<file path="src/rtl/ram_write_buffer_pkg.sv">
// Shared constants and the write-request type for the RAM write buffer.
// The defaults must match the dual-read-port RAM this buffer feeds.
package ram_write_buffer_pkg;

    localparam int WB_DATA_WIDTH = 16;
    localparam int WB_ADDR_WIDTH = 8;
    localparam int WB_DEPTH      = 4;
    localparam int WB_PTR_WIDTH  = $clog2(WB_DEPTH);

    typedef struct packed {
        logic [WB_ADDR_WIDTH-1:0] addr;
        logic [WB_DATA_WIDTH-1:0] data;
    } wb_req_t;

endpackage

</file>
<file path="src/rtl/ram_write_buffer_fifo_core.sv">
// Circular FIFO of write requests: storage, head/tail pointers and occupancy count.
// Exposes every slot plus an occupancy mask so the parent can run the hazard compare.
module wb_fifo_core
    import ram_write_buffer_pkg::*;
#(
    parameter type entry_t   = wb_req_t,
    parameter int  DEPTH     = WB_DEPTH,
    parameter int  PTR_WIDTH = $clog2(DEPTH)
) (
    input  logic                 clk,
    input  logic                 rst_n,
    input  logic                 push,
    input  logic                 pop,
    input  entry_t               push_entry,
    output entry_t               head_entry,
    output entry_t               entries [DEPTH],
    output logic [DEPTH-1:0]     occupied,
    output logic [PTR_WIDTH:0]   count
);

    logic [PTR_WIDTH-1:0] head_q, head_d;
    logic [PTR_WIDTH-1:0] tail_q, tail_d;
    logic [PTR_WIDTH:0]   count_q, count_d;
    logic [PTR_WIDTH-1:0] offset;
    logic                 push_ok, pop_ok;
    entry_t               mem_q [DEPTH];
    entry_t               mem_d [DEPTH];

    // NOTE: always_comb uses blocking assignments with defaults first, so no latch is inferred.
    always_comb begin
        push_ok = push && (count_q != (PTR_WIDTH+1)'(DEPTH));
        pop_ok  = pop && (count_q != '0);
        mem_d   = mem_q;
        head_d  = head_q;
        tail_d  = tail_q;
        if (push_ok) begin
            mem_d[tail_q] = push_entry;
            tail_d        = tail_q + 1'b1;
        end
        if (pop_ok) begin
            head_d = head_q + 1'b1;
        end
        case ({push_ok, pop_ok})
            2'b10:   count_d = count_q + 1'b1;
            2'b01:   count_d = count_q - 1'b1;
            default: count_d = count_q;
        endcase
    end

    // NOTE: storage is not reset; validity comes from count, so stale slots are harmless.
    always_ff @(posedge clk) begin
        mem_q <= mem_d;
    end

    // NOTE: sequential state uses non-blocking assignments only.
    always_ff @(posedge clk or negedge rst_n) begin
        if (!rst_n) begin
            head_q  <= '0;
            tail_q  <= '0;
            count_q <= '0;
        end else begin
            head_q  <= head_d;
            tail_q  <= tail_d;
            count_q <= count_d;
        end
    end

    // A slot is live when its distance from head is below the count.
    always_comb begin
        offset = '0;
        for (int i = 0; i < DEPTH; i++) begin
            offset      = PTR_WIDTH'(i) - head_q;
            occupied[i] = ({1'b0, offset} < count_q);
        end
    end

    assign head_entry = mem_q[head_q];
    assign entries    = mem_q;
    assign count      = count_q;

endmodule

</file>
<file path="src/rtl/ram_write_buffer.sv">
// Write-side feeder for the dual-read-port RAM: request FIFO, registered write stage
// and a read-after-write hazard flag covering queued and in-flight writes.
module ram_write_buffer
    import ram_write_buffer_pkg::*;
#(
    parameter int DATA_WIDTH = WB_DATA_WIDTH,
    parameter int ADDR_WIDTH = WB_ADDR_WIDTH,
    parameter int DEPTH      = WB_DEPTH,
    parameter int PTR_WIDTH  = $clog2(DEPTH)
) (
    input  logic                  Clock,
    input  logic                  Reset,
    input  logic                  iValid,
    input  logic [ADDR_WIDTH-1:0] iAddress,
    input  logic [DATA_WIDTH-1:0] iData,
    output logic                  oReady,
    input  logic                  iDrainEnable,
    output logic                  oWriteEnable,
    output logic [ADDR_WIDTH-1:0] oWriteAddress,
    output logic [DATA_WIDTH-1:0] oWriteData,
    input  logic [ADDR_WIDTH-1:0] iLookupAddress,
    output logic                  oHazard,
    output logic [PTR_WIDTH:0]    oCount,
    output logic                  oEmpty
);

    typedef struct packed {
        logic [ADDR_WIDTH-1:0] addr;
        logic [DATA_WIDTH-1:0] data;
    } req_t;

    req_t                  push_entry, head_entry;
    req_t                  entries [DEPTH];
    logic [DEPTH-1:0]      occupied;
    logic [PTR_WIDTH:0]    fifo_count;
    logic                  do_push, do_pop;
    logic                  we_q, we_d;
    logic [ADDR_WIDTH-1:0] addr_q, addr_d;
    logic [DATA_WIDTH-1:0] data_q, data_d;

    assign push_entry = '{addr: iAddress, data: iData};

    wb_fifo_core #(
        .entry_t   (req_t),
        .DEPTH     (DEPTH),
        .PTR_WIDTH (PTR_WIDTH)
    ) u_fifo (
        .clk        (Clock),
        .rst_n      (Reset),
        .push       (do_push),
        .pop        (do_pop),
        .push_entry (push_entry),
        .head_entry (head_entry),
        .entries    (entries),
        .occupied   (occupied),
        .count      (fifo_count)
    );

    // Ready depends on count alone: a full FIFO refuses even when it pops this cycle.
    always_comb begin
        oReady  = (fifo_count < (PTR_WIDTH+1)'(DEPTH));
        do_push = iValid && oReady;
        do_pop  = iDrainEnable && (fifo_count != '0);
        we_d    = do_pop;
        addr_d  = do_pop ? head_entry.addr : addr_q;
        data_d  = do_pop ? head_entry.data : data_q;
    end

    always_ff @(posedge Clock or negedge Reset) begin
        if (!Reset) begin
            we_q   <= 1'b0;
            addr_q <= '0;
            data_q <= '0;
        end else begin
            we_q   <= we_d;
            addr_q <= addr_d;
            data_q <= data_d;
        end
    end

    // The output stage counts as pending until the RAM has taken it.
    always_comb begin
        oHazard = we_q && (addr_q == iLookupAddress);
        for (int i = 0; i < DEPTH; i++) begin
            if (occupied[i] && (entries[i].addr == iLookupAddress)) begin
                oHazard = 1'b1;
            end
        end
    end

    assign oWriteEnable  = we_q;
    assign oWriteAddress = addr_q;
    assign oWriteData    = data_q;
    assign oCount        = fifo_count;
    assign oEmpty        = (fifo_count == '0);

endmodule

</file>
<file path="config.mk">
export PLATFORM = sky130hd
export DESIGN_NAME = ram_write_buffer
export DESIGN_NICKNAME = d
export VERILOG_FILES = /design/src/rtl/ram_write_buffer_pkg.sv /design/src/rtl/ram_write_buffer_fifo_core.sv /design/src/rtl/ram_write_buffer.sv
export SDC_FILE = /design/constraint.sdc
export NUM_CORES = 1
export LEC_CHECK = 0
export CAP_MARGIN = 20
export CORE_MARGIN = 1.5
export CORE_UTILIZATION = 40
export DETAILED_ROUTE_END_ITERATION = 10
export SLEW_MARGIN = 20
export SYNTH_ARGS = -nofsm -noshare
export SYNTH_HDL_FRONTEND = slang
export SYNTH_HIERARCHICAL = 1
export SYNTH_SLANG_ARGS = --single-unit
export TNS_END_PERCENT = 5
</file>
<file path="constraint.sdc">
create_clock -name Clock -period 3.3 [get_ports Clock]
set_input_delay 0.33 -clock Clock [delete_from_list [all_inputs] [get_ports Clock]]
set_output_delay 0.33 -clock Clock [all_outputs]
set_load 0.01 [all_outputs]
</file>
==> results.py <==
metrics = {
    "timing": {
        "worst_slew_pin_slew_ns": 0.8510,
        "worst_slack_ns": 0.3661,
        "finalSetupViolCount": 0,
        "slew_headroom_pct": 43.27,
        "rsz0062_at_grt": "no",
        "hold_viol": 0,
        "min_period_over_period_pct": 88.90,
        "fmax_mhz": 340.8,
        "timing.hold.ws_ns": 0.02478,
        "finalClockSkew_ns": 0.007023,
        "setup_tns_ns": 0,
        "slew_violations": 0,
        "min_period_ns": 2.934,
    },
    "global_routing": {
        "grt_usage_pct": 16.77,
        "grt-ovfl-total": 0,
        "antenna_found_initial": 0,
        "grt_pass1_vias": 3177,
        "grt_pass1_wl_um": 17440,
        "use_met3_pct": 4.104,
        "grt_busiest_layer": "met2",
        "grtUsageMet2_pct": 27.17,
        "grt_max_degree": 33,
        "grtUsageMet1_pct": 21.52,
    },
    "final_layout": {
        "multi_input_area_um2": 1650,
        "fillers": 1156,
        "regArea_um2": 3685,
        "drive_gt1_share_pct": 19.19,
        "nNetsFinal": 476,
        "fin_util_pct": 51.87,
        "area_growth_pct": 25.54,
        "num_antenna_cells": 0,
    },
    "drt": {
        "final_antenna_net_count": 0,
        "drtPass1Iterations": 4,
        "drt_iter0_markers": 183,
        "via_count": 3000,
        "routedWlPerCell_um": 17.93,
        "wl_um": 11100,
        "avgViaCountPerCell": 4.847,
        "remaining_drc_errors": 0,
    },
    "flow_run": {
        "drv_cap": 0,
    },
    "place": {
        "io_buffers": 66,
        "place_hpwl_um": 7172,
        "dp_worst_setup_slack_ns": 0.6614,
        "gp_congestion": 0.8024,
    },
    "floorplanning": {
        "die_w_um": 120.7,
        "core_um2": 13400,
        "die_area_um2": 14560,
        "io_pins": 67,
        "die_h_um": 120.7,
        "initial_utilization_pct": 41.32,
        "rows": 42,
    },
    "critical_path": {
        "end_kind": "output pin",
        "path_max_fanout": 6,
        "worstReg2RegStart": "u_fifo/count[0]$_DFFE_PN0P_",
        "path_cells": "inv_1 > ha_1 > a21oi_1 > or2_1 > nand2_1 > nor3_1 > a31oi_1 > nand4_1 > clkdlybuf4s50_1",
        "crit_required_ns": 2.97,
        "crit_path_max_incr_delay_ns": 0.56,
        "cp_slowest_cell": "clkdlybuf4s50_1",
        "cp.arrival_ns": 2.60,
        "reg2regPathDepth": 10,
        "startpoint_type": "flip-flop",
        "reg2reg_to": "u_fifo/count[2]$_DFFE_PN0P_",
        "endpoint": "oHazard",
        "critical_path_class": "reg -> out",
        "startpoint": "u_fifo/count[1]$_DFFE_PN0P_",
        "r2r_slack_ns": 0.90,
    },
    "outcome": {
        "run_status": "finished clean",
    },
    "cts": {
        "postCtsSetupRepairBufs": 0,
        "clkTransAtPathRegs_ns": 0.06,
        "root_buffer": "clkbuf_16",
        "clk_latency_ns": 0.42,
        "clockBufferDepth": 2,
        "cts_made_buffers": 17,
        "cts_htree_levels": 4,
        "ctsResizeCount": 0,
        "cts_tree": "yes",
        "cts_hold_buf": 0,
        "cts.sinks": 128,
    },
    "power": {
        "pwr_density_cell_nw_per_um2": 889.4,
        "p_leak_nw": 2.601,
        "ir_drop_uv": 428.4,
    },
    "yosys": {
        "synth_edf_count": 96,
        "syn_inst": 352,
        "async_flop_share_pct": 25.00,
        "syn_area_um2": 5537,
        "syn_area_per_cell_um2": 15.73,
        "synth_flop_cell": "edfxtp_1",
        "syn_nets": 398,
        "yosysSeqAreaShare_pct": 66.53,
        "synth.distinct_cells": 35,
        "ys_ff_latch": 128,
        "yosys_warnings": 6,
    },
    "hold_path": {
        "hold_class": "in -> async",
    },
}
## sequential cells by signal, summed over array words and instances (netlist names)
signal,count
u_fifo/head_q,2
oWriteData,16
oWriteEnable,1
oWriteAddress,8
u_fifo/entries,96
u_fifo/tail_q,2
u_fifo/count,3
## final cells by class
cell class	count	area share, %
clock buffers	18	6.319
clock inverters	14	2.358
inverters	11	0.6661
multi-input cells	194	23.74
flip-flops and latches	128	53.02
well taps	176	3.168
repair buffers	78	10.73
## synthesized netlist by cell type (2+ instances only)
cell       n  area (um2)
inv_1      9       33.78
and2_1     4       25.02
nand4_1    6       37.54
buf_6      5       56.30
dfrtp_1   32       800.8
buf_2     10       50.05
xnor2_1   19       166.4
nand2_1   67       251.5
mux4_2    24       540.5
nand2_2    9       56.30
buf_4      2       15.01
nor3_1     4       20.02
or2_1      3       18.77
nor4_1     4       25.02
a21oi_1    4       20.02
xor2_1    28       245.2
ha_1       9       112.6
edfxtp_1  96        2883
## power breakdown
group	internal [mW]	total [mW]	switching [mW]
Sequential	2.12	2.34	0.226
Combinational	0.996	1.95	0.957
Clock	1.20	1.89	0.683
## cell families after synthesis
family	Yosys count	share of synthesized area, %
AO/OA/AOI/OAI	9	1.266
multiplexers	25	10.03
flip-flops	128	66.53
AND/OR/NAND/NOR	103	8.678
buffers and inverters	30	3.661
adder cells (fa/ha/maj)	10	2.396
XOR/XNOR	47	7.435
## layout by cell type, fill, tap and decap left out, types with 2 or more instances in the layout
cell	n
a21oi_1	4
and2_1	4
buf_4	12
bufinv_16	3
clkbuf_16	17
clkdlybuf4s50_1	65
clkinv_2	4
clkinv_4	2
clkinvlp_4	2
dfrtp_1	31
edfxtp_1	96
ha_1	9
inv_1	9
inv_6	3
mux4_2	24
nand2_1	67
nand2_2	9
nand4_1	6
nor3_1	4
nor4_1	4
or2_1	3
xnor2_1	19
xor2_1	28
## worst max-delay path, delay by kind of cell, from the launching register on
family / cells / cell delay (ns)
AOI/OAI and AO/OA: 2 / 0.18
adders and majority gates: 1 / 0.31
buffers and inverters: 2 / 0.84
DFF: 1 / 0.44
and+or+nand+nor: 4 / 0.43
## metal layers
| layer | part of all wire (%) | wire [um] |
|---|---|---|
| met5 | 0 | 0 |
| met4 | 1.8 | 205 |
| met2 | 50 | 5589 |
| met1 | 44 | 4884 |
| met3 | 3.8 | 422 |
## worst min path at each step
stage,startpoint,to,slack [ns],depth (start not counted)
2_1_floorplan,Reset,oWriteAddress[0]$_DFFE_PN0P_,0.03,0
3_3_place_gp,oWriteData[2]$_DFFE_PN0P_,oWriteData[2]$_DFFE_PN0P_,0.46,2
3_5_place_dp,oWriteData[2]$_DFFE_PN0P_,oWriteData[2]$_DFFE_PN0P_,0.46,2
4_1_cts,Reset,oWriteAddress[4]$_DFFE_PN0P_,0.06,1
5_1_grt,Reset,oWriteAddress[4]$_DFFE_PN0P_,0.1,1
6_report,Reset,oWriteAddress[4]$_DFFE_PN0P_,0.02,1
## through the flow
stage	instances	area, um2	total power, mW
2_1_floorplan	352	5537	3.637
3_3_place_gp	587	6347	4.345
3_5_place_dp	587	6347	4.370
4_1_cts	619	6950	6.270
5_1_grt	619	6950	6.528
6_report	619	6950	6.182
Power figures use the tool's default switching activity.
